File: src/rtl/spy_readout_ctrl.sv
// Spy buffer readout sequencer: arm, wait for fill (with timeout), then round-robin drain of
// each channel onto one valid/ready stream. Define SPY_HEADER_EN to prefix each block with a header.
module spy_readout_ctrl #(
    parameter int unsigned NCH         = 4,
    parameter int unsigned AW          = 11,
    parameter int unsigned DW          = 16,
    parameter int unsigned TIMEOUT_CYC = 1048576
) (
    input  logic              clk,
    input  logic              reset,
    input  logic              sw_arm,
    input  logic [NCH-1:0]    ch_mask,
    output logic [NCH-1:0]    ch_rearm,
    input  logic [NCH-1:0]    ch_full,
    output logic              rd_en,
    output logic [2:0]        rd_ch,
    output logic [AW-1:0]     rd_addr,
    input  logic [NCH*DW-1:0] rd_data,
    output logic              m_valid,
    input  logic              m_ready,
    output logic [DW-1:0]     m_data,
    output logic [2:0]        m_ch,
    output logic              m_last,
    output logic              busy,
    output logic              done,
    output logic              timeout_err
);
    localparam int unsigned   TW        = $clog2(TIMEOUT_CYC + 1);
    localparam logic [3:0]    NCH_L     = 4'(NCH);
    localparam logic [AW-1:0] LAST_ADDR = '1;

    typedef enum logic [2:0] {StIdle, StArm, StWait, StSelect, StRead, StDone} state_e;

    state_e          state_q, state_d;
    logic [NCH-1:0]  mask_q, mask_d;
    logic [7:0]      pend_q, pend_d;
    logic [2:0]      rr_q, rr_d, cur_q, cur_d;
    logic [TW-1:0]   cnt_q, cnt_d;
    logic            to_err_q, to_err_d;
    logic [NCH-1:0]  rearm_q, rearm_d;
    logic            done_q, done_d;
    logic [AW-1:0]   addr_q, addr_d;
    logic            issued_q, issued_d;
    logic            infl_q, infl_d, infl_last_q, infl_last_d;
    logic            out_v_q, out_v_d, out_last_q, out_last_d;
    logic [DW-1:0]   out_data_q, out_data_d;
    logic [2:0]      out_ch_q, out_ch_d;
    logic            skid_v_q, skid_v_d, skid_last_q, skid_last_d;
    logic [DW-1:0]   skid_data_q, skid_data_d;

    logic            sel_found;
    logic [2:0]      sel_idx;
    logic [3:0]      probe;
    logic [DW-1:0]   in_data;
    logic            pop, rd_en_c, all_full;
    logic [1:0]      load;

    // Round-robin pick: first pending channel at or after rr_q, wrapping.
    always_comb begin
        sel_found = 1'b0;
        sel_idx   = '0;
        probe     = '0;
        for (int unsigned i = 0; i < NCH; i++) begin
            probe = {1'b0, rr_q} + 4'(i);
            if (probe >= NCH_L) probe = probe - NCH_L;
            if (!sel_found && pend_q[probe[2:0]]) begin
                sel_found = 1'b1;
                sel_idx   = probe[2:0];
            end
        end
    end

    always_comb begin
        in_data = '0;
        for (int unsigned k = 0; k < NCH; k++) begin
            if (cur_q == 3'(k)) in_data = rd_data[k*DW +: DW];
        end
    end

    assign all_full = (ch_full & mask_q) == mask_q;
    assign pop      = out_v_q & m_ready;
    // Occupancy after this cycle's pop plus the read in flight must leave room for one more.
    assign load     = 2'(out_v_q) + 2'(skid_v_q) + 2'(infl_q) - 2'(pop);
    assign rd_en_c  = (state_q == StRead) && !issued_q && (load < 2'd2);

    always_comb begin
        state_d     = state_q;
        mask_d      = mask_q;
        pend_d      = pend_q;
        rr_d        = rr_q;
        cur_d       = cur_q;
        cnt_d       = cnt_q;
        to_err_d    = to_err_q;
        rearm_d     = '0;
        done_d      = 1'b0;
        addr_d      = addr_q;
        issued_d    = issued_q;
        infl_d      = rd_en_c;
        infl_last_d = rd_en_c && (addr_q == LAST_ADDR);
        out_v_d     = out_v_q;
        out_last_d  = out_last_q;
        out_data_d  = out_data_q;
        out_ch_d    = out_ch_q;
        skid_v_d    = skid_v_q;
        skid_last_d = skid_last_q;
        skid_data_d = skid_data_q;

        if (rd_en_c) begin
            addr_d = addr_q + 1'b1;
            if (addr_q == LAST_ADDR) issued_d = 1'b1;
        end

        if (pop) begin
            if (skid_v_q) begin
                out_data_d = skid_data_q;
                out_last_d = skid_last_q;
                skid_v_d   = 1'b0;
            end else begin
                out_v_d = 1'b0;
            end
        end
        if (infl_q) begin
            if (!out_v_d) begin
                out_v_d    = 1'b1;
                out_data_d = in_data;
                out_last_d = infl_last_q;
                out_ch_d   = cur_q;
            end else begin
                skid_v_d    = 1'b1;
                skid_data_d = in_data;
                skid_last_d = infl_last_q;
            end
        end

        unique case (state_q)
            StIdle: begin
                if (sw_arm) begin
                    mask_d   = ch_mask;
                    to_err_d = 1'b0;
                    if (ch_mask == '0) begin
                        state_d = StDone;
                    end else begin
                        rearm_d = ch_mask;
                        state_d = StArm;
                    end
                end
            end
            StArm: begin
                cnt_d   = '0;
                state_d = StWait;
            end
            StWait: begin
                cnt_d = cnt_q + 1'b1;
                // First two cycles ignore ch_full so the lock release can propagate.
                if (cnt_q >= TW'(2) && all_full) begin
                    pend_d  = 8'(mask_q);
                    state_d = StSelect;
                end else if (cnt_q == TW'(TIMEOUT_CYC - 1)) begin
                    to_err_d = 1'b1;
                    pend_d   = 8'(ch_full & mask_q);
                    state_d  = StSelect;
                end
            end
            StSelect: begin
                addr_d   = '0;
                issued_d = 1'b0;
                if (!sel_found) begin
                    state_d = StDone;
                end else begin
                    cur_d   = sel_idx;
                    state_d = StRead;
`ifdef SPY_HEADER_EN
                    out_v_d    = 1'b1;
                    out_data_d = {8'hA5, (DW-8)'(sel_idx)};
                    out_last_d = 1'b0;
                    out_ch_d   = sel_idx;
`endif
                end
            end
            StRead: begin
                if (pop && out_last_q) begin
                    pend_d[cur_q] = 1'b0;
                    rr_d          = (cur_q == 3'(NCH - 1)) ? 3'd0 : cur_q + 3'd1;
                    state_d       = StSelect;
                end
            end
            StDone: begin
                done_d  = 1'b1;
                state_d = StIdle;
            end
            default: state_d = StIdle;
        endcase
    end

    always_ff @(posedge clk) begin
        if (reset) begin
            state_q     <= StIdle;
            mask_q      <= '0;
            pend_q      <= '0;
            rr_q        <= '0;
            cur_q       <= '0;
            cnt_q       <= '0;
            to_err_q    <= 1'b0;
            rearm_q     <= '0;
            done_q      <= 1'b0;
            addr_q      <= '0;
            issued_q    <= 1'b0;
            infl_q      <= 1'b0;
            infl_last_q <= 1'b0;
            out_v_q     <= 1'b0;
            out_last_q  <= 1'b0;
            out_data_q  <= '0;
            out_ch_q    <= '0;
            skid_v_q    <= 1'b0;
            skid_last_q <= 1'b0;
            skid_data_q <= '0;
        end else begin
            state_q     <= state_d;
            mask_q      <= mask_d;
            pend_q      <= pend_d;
            rr_q        <= rr_d;
            cur_q       <= cur_d;
            cnt_q       <= cnt_d;
            to_err_q    <= to_err_d;
            rearm_q     <= rearm_d;
            done_q      <= done_d;
            addr_q      <= addr_d;
            issued_q    <= issued_d;
            infl_q      <= infl_d;
            infl_last_q <= infl_last_d;
            out_v_q     <= out_v_d;
            out_last_q  <= out_last_d;
            out_data_q  <= out_data_d;
            out_ch_q    <= out_ch_d;
            skid_v_q    <= skid_v_d;
            skid_last_q <= skid_last_d;
            skid_data_q <= skid_data_d;
        end
    end

    assign ch_rearm    = rearm_q;
    assign rd_en       = rd_en_c;
    assign rd_ch       = (state_q == StRead) ? cur_q : 3'd0;
    assign rd_addr     = addr_q;
    assign m_valid     = out_v_q;
    assign m_data      = out_data_q;
    assign m_ch        = out_ch_q;
    assign m_last      = out_last_q;
    assign busy        = (state_q != StIdle);
    assign done        = done_q;
    assign timeout_err = to_err_q;

endmodule
File: config.mk
export PLATFORM = sky130hd
export DESIGN_NAME = spy_readout_ctrl
export DESIGN_NICKNAME = d
export VERILOG_FILES = /design/src/rtl/spy_readout_ctrl.sv
export SDC_FILE = /design/constraint.sdc
export NUM_CORES = 1
export LEC_CHECK = 0
export CAP_MARGIN = 10
export CORE_ASPECT_RATIO = 0.9
export CORE_UTILIZATION = 35
export DETAILED_ROUTE_END_ITERATION = 8
export HOLD_SLACK_MARGIN = 0.02
export SYNTH_ARGS = -nofsm -noshare
export SYNTH_HDL_FRONTEND = slang
export SYNTH_SLANG_ARGS = --single-unit
File: constraint.sdc
create_clock -name clk -period 5 [get_ports clk]
set_input_delay 1 -clock clk [delete_from_list [all_inputs] [get_ports clk]]
set_output_delay 1 -clock clk [all_outputs]
set_load 0.1 [all_outputs]
==> results.md <==
* Outcome: completed
* Asr flop ratio synth at 0
* Post-Syn Nets at about 720
* Buffers on Ports at approximately 120
* Commonest non-fill, non-tap cell in the layout: clkdlybuf4s50_1
* Final hold slack at between 400 and 500 ps
* Core region area at 14700 µm²
* Final Skew at between 15 and 20 ps
* Prevailing post-synth register cell: dfxtp_1
* Crit Path Category: input port to primary output
* Synth Register Bits at about 100
* Die W at 131 µm
* Via/cell ratio at 5.30
* Clock tree buffer depth at 2
* CP endpoint kind: primary output
* RSZ-0062 raised after global routing: no
* Final hold vios at 0
* Overall global routing resource usage at 0.184
* Syn Std Cell Area at approximately 5300 µm²
* Clock sink count at approximately 100
* Postcts setup bufs at 0
* Worst endpoint required time at around 4000 ps
* Critical path fanouts, max at 8
* Setup TNS at 0 ps
* Cells along the critical path: clkdlybuf4s50_1, nand2_1, inv_1, ha_1, inv_1, ha_1, a21oi_1, xor2_1, and2_1, buf_12
* Yosys warnings at 0
* CP peak stage delay at between 500 and 600 ps
* Gr ovfl total at 0
* Worst r2r path cells at 7
* Post-CTS Resized at 0
* Top cell type's share of synthesized area at 0.384
* Power Dens Cells at between 300 and 400 nW/µm²
* Site row count at 42
* # DRC at 0
* Synth area leaders: dfxtp_1, a211oi_1, nor2_1, a21oi_1, mux2_2
* Final Cycle Share at 0.853
* Clock root buffer master: clkbuf_16
* Peak Freq at 235 MHz
* Peak supply drop at about 150 µV
* Non-filler cells, final at 928
* Rel. slew slack at 0.295
* Multi-input gate area at approximately 3000 µm²
* Layout cells sized above 1 at 0.0795
* Initial core utilization at 0.358
* Worst skew pair latency at between 300 and 400 ps
* Hold Crit Class: flop to flop
* Largest net degree at the start of global routing at 47
* Total routed wirelength at 13800 µm
* R2R Setup Slk at around 1800 ps
* Boundary Pins at between 100 and 150
* Die height at around 120 µm
* Hold_buf cts at 0
* Post-route minimum period at about 4300 ps
* Post-DRT Antenna Nets at 0
* Commonest cells after routing, fill and taps aside: clkdlybuf4s50_1, dfxtp_1, nor2_1, a21oi_1, a211oi_1
* Util after Layout at 0.471
* Worst Hold Path EP: pend_q[7]
* Antenna violations before repair at 0
* Final Setup Violations at 0
* Critical Path AT at about 3300 ps
* Post-DR wirelength/cell at approximately 15 µm
* Slew Viols, Final at 0
* Synth Instances at around 630
* Lkg Pwr at 2.39 nW
* Avg Inst Size Synth at between 8 and 9 µm²
* Reg2reg start: rr_q[0]
* Number of global-route vias before repair at about 4700
* Die Area at about 16000 µm²
* FF/Latch Area at between 2000 and 2500 µm²
* Largest area contributor in the netlist: dfxtp_1
* Post-Place Cells at slightly above 900
* Hold path depth at 2
* Clk slew on worst S/H paths at 70 ps
* R2r endpoint: cur_q[1]
* Vias after detailed routing at 4919
* Delay-heaviest family, CP: buffers and inverters
* H-tree levels at 3
* Netlist cell types at 53
* Worst path slowest cell: clkdlybuf4s50_1
* CTS tree: yes
* DR iter-0 viols at between 200 and 300
* Placer congestion estimate at 0.910
* Post-DP HPWL at between 10000 and 15000 µm
* CTS buffer count at 9
* Count of nets after finishing at 812
* First drt pass iteration count at 4
* Hold wc startpoint: pend_q[7]
* Area growth from synthesis to layout at 31.6%
* Antenna diodes at 0
* Post-synth EDFFs at 0
* Startpoint class of the critical path: input port
* CP Buf/Inv Count at 4
* Actual slew at the worst max-slew pin at ~1100 ps
* Sequential area share after synthesis at 0.384
* Max-cap viol count at 0
* Global-route wire length before repair at ~23000 µm
* Fill cell count at ~1400
-- report_power, final --
group / leakage [nW] / switching [W] / internal, W
combinational: 1.44 / 0.000343 / 0.000202
clock: 0.140 / 0.000317 / 0.000393
sequential: 0.815 / 0.0000365 / 0.000837
-- how the worst max path moves through the flow --
stage / from / endpoint / slack [ps] / cells after the start
floorplan: m_valid / rd_en / 800 / 9
global placement: m_ready / rd_en / 800 / 10
detailed placement: m_ready / rd_en / 750 / 10
CTS: m_ready / rd_en / 750 / 10
global route: m_ready / rd_en / 600 / 10
finish: m_ready / rd_en / 740 / 10
-- cell families (layout without fill, tap and decap cells) --
group                      after synthesis  after routing  synth area share
buffers and inverters                   58            160            0.0435
and+or+nand+nor                        230            230             0.211
xor gates and xnor gates                 8              8            0.0133
DFF                                    101            101             0.384
adders and majority gates               11             11            0.0261
muxes                                   42             42            0.0965
AOI/OAI and AO/OA                      178            178             0.226
-- synthesized netlist by cell type, types with 11 or more instances --
cell type and number:
dfxtp_1 101, nor2_1 97, a21oi_1 56, a211oi_1 52
nand2_1 36, clkbuf_1 35, mux2_2 22, a22oi_1 17
inv_1 16, o21ai_0 15, mux2i_1 13, nand3_1 12
ha_1 11, nand2b_1 11, o211ai_1 11
-- routing by layer --
metal / GRT usage / up-vias / share of wire
li1: - / 2494 / -
met1: 0.221 / 2280 / 0.45
met2: 0.313 / 141 / 0.48
met3: 0.0541 / 4 / 0.059
met4: 0.0596 / 0 / 0.0058
met5: 0 / - / 0
-- sequential cells by signal, summed over array words and instances (netlist names) --
register,cells
ch_rearm,4
cnt_q,21
cur_q,3
done,1
infl_last_q,1
infl_q,1
issued_q,1
m_ch,3
m_data,16
m_last,1
m_valid,1
mask_q,4
pend_q,8
rd_addr,11
rr_q,3
skid_data_q,16
skid_last_q,1
skid_v_q,1
state_q,3
timeout_err,1
-- stage by stage --
step                total power [W]  area, µm²  setup WS (ps)
CTS                         0.00215       6900            749
global route                0.00224       6930            603
global placement            0.00143       6600            800
detailed placement          0.00144       6600            752
floorplan                   0.00126       5270            796
finish                      0.00213       6930            737
-- tightest hold or removal path: stages (launching register included) --
cell and delay [ps]:
dfxtp_1 310, nand2b_1 60, a21oi_1 40
-- area by class of cell --
type                    instances  share of cell area
clock buffers                  10              0.0331
clock inverters                 6              0.0103
inverters                      17             0.00921
multi-input cells             469               0.437
flip-flops and latches        101               0.292
well taps                     198              0.0358
repair buffers                127               0.183
Note: power is estimated with default switching activity, not from simulation.
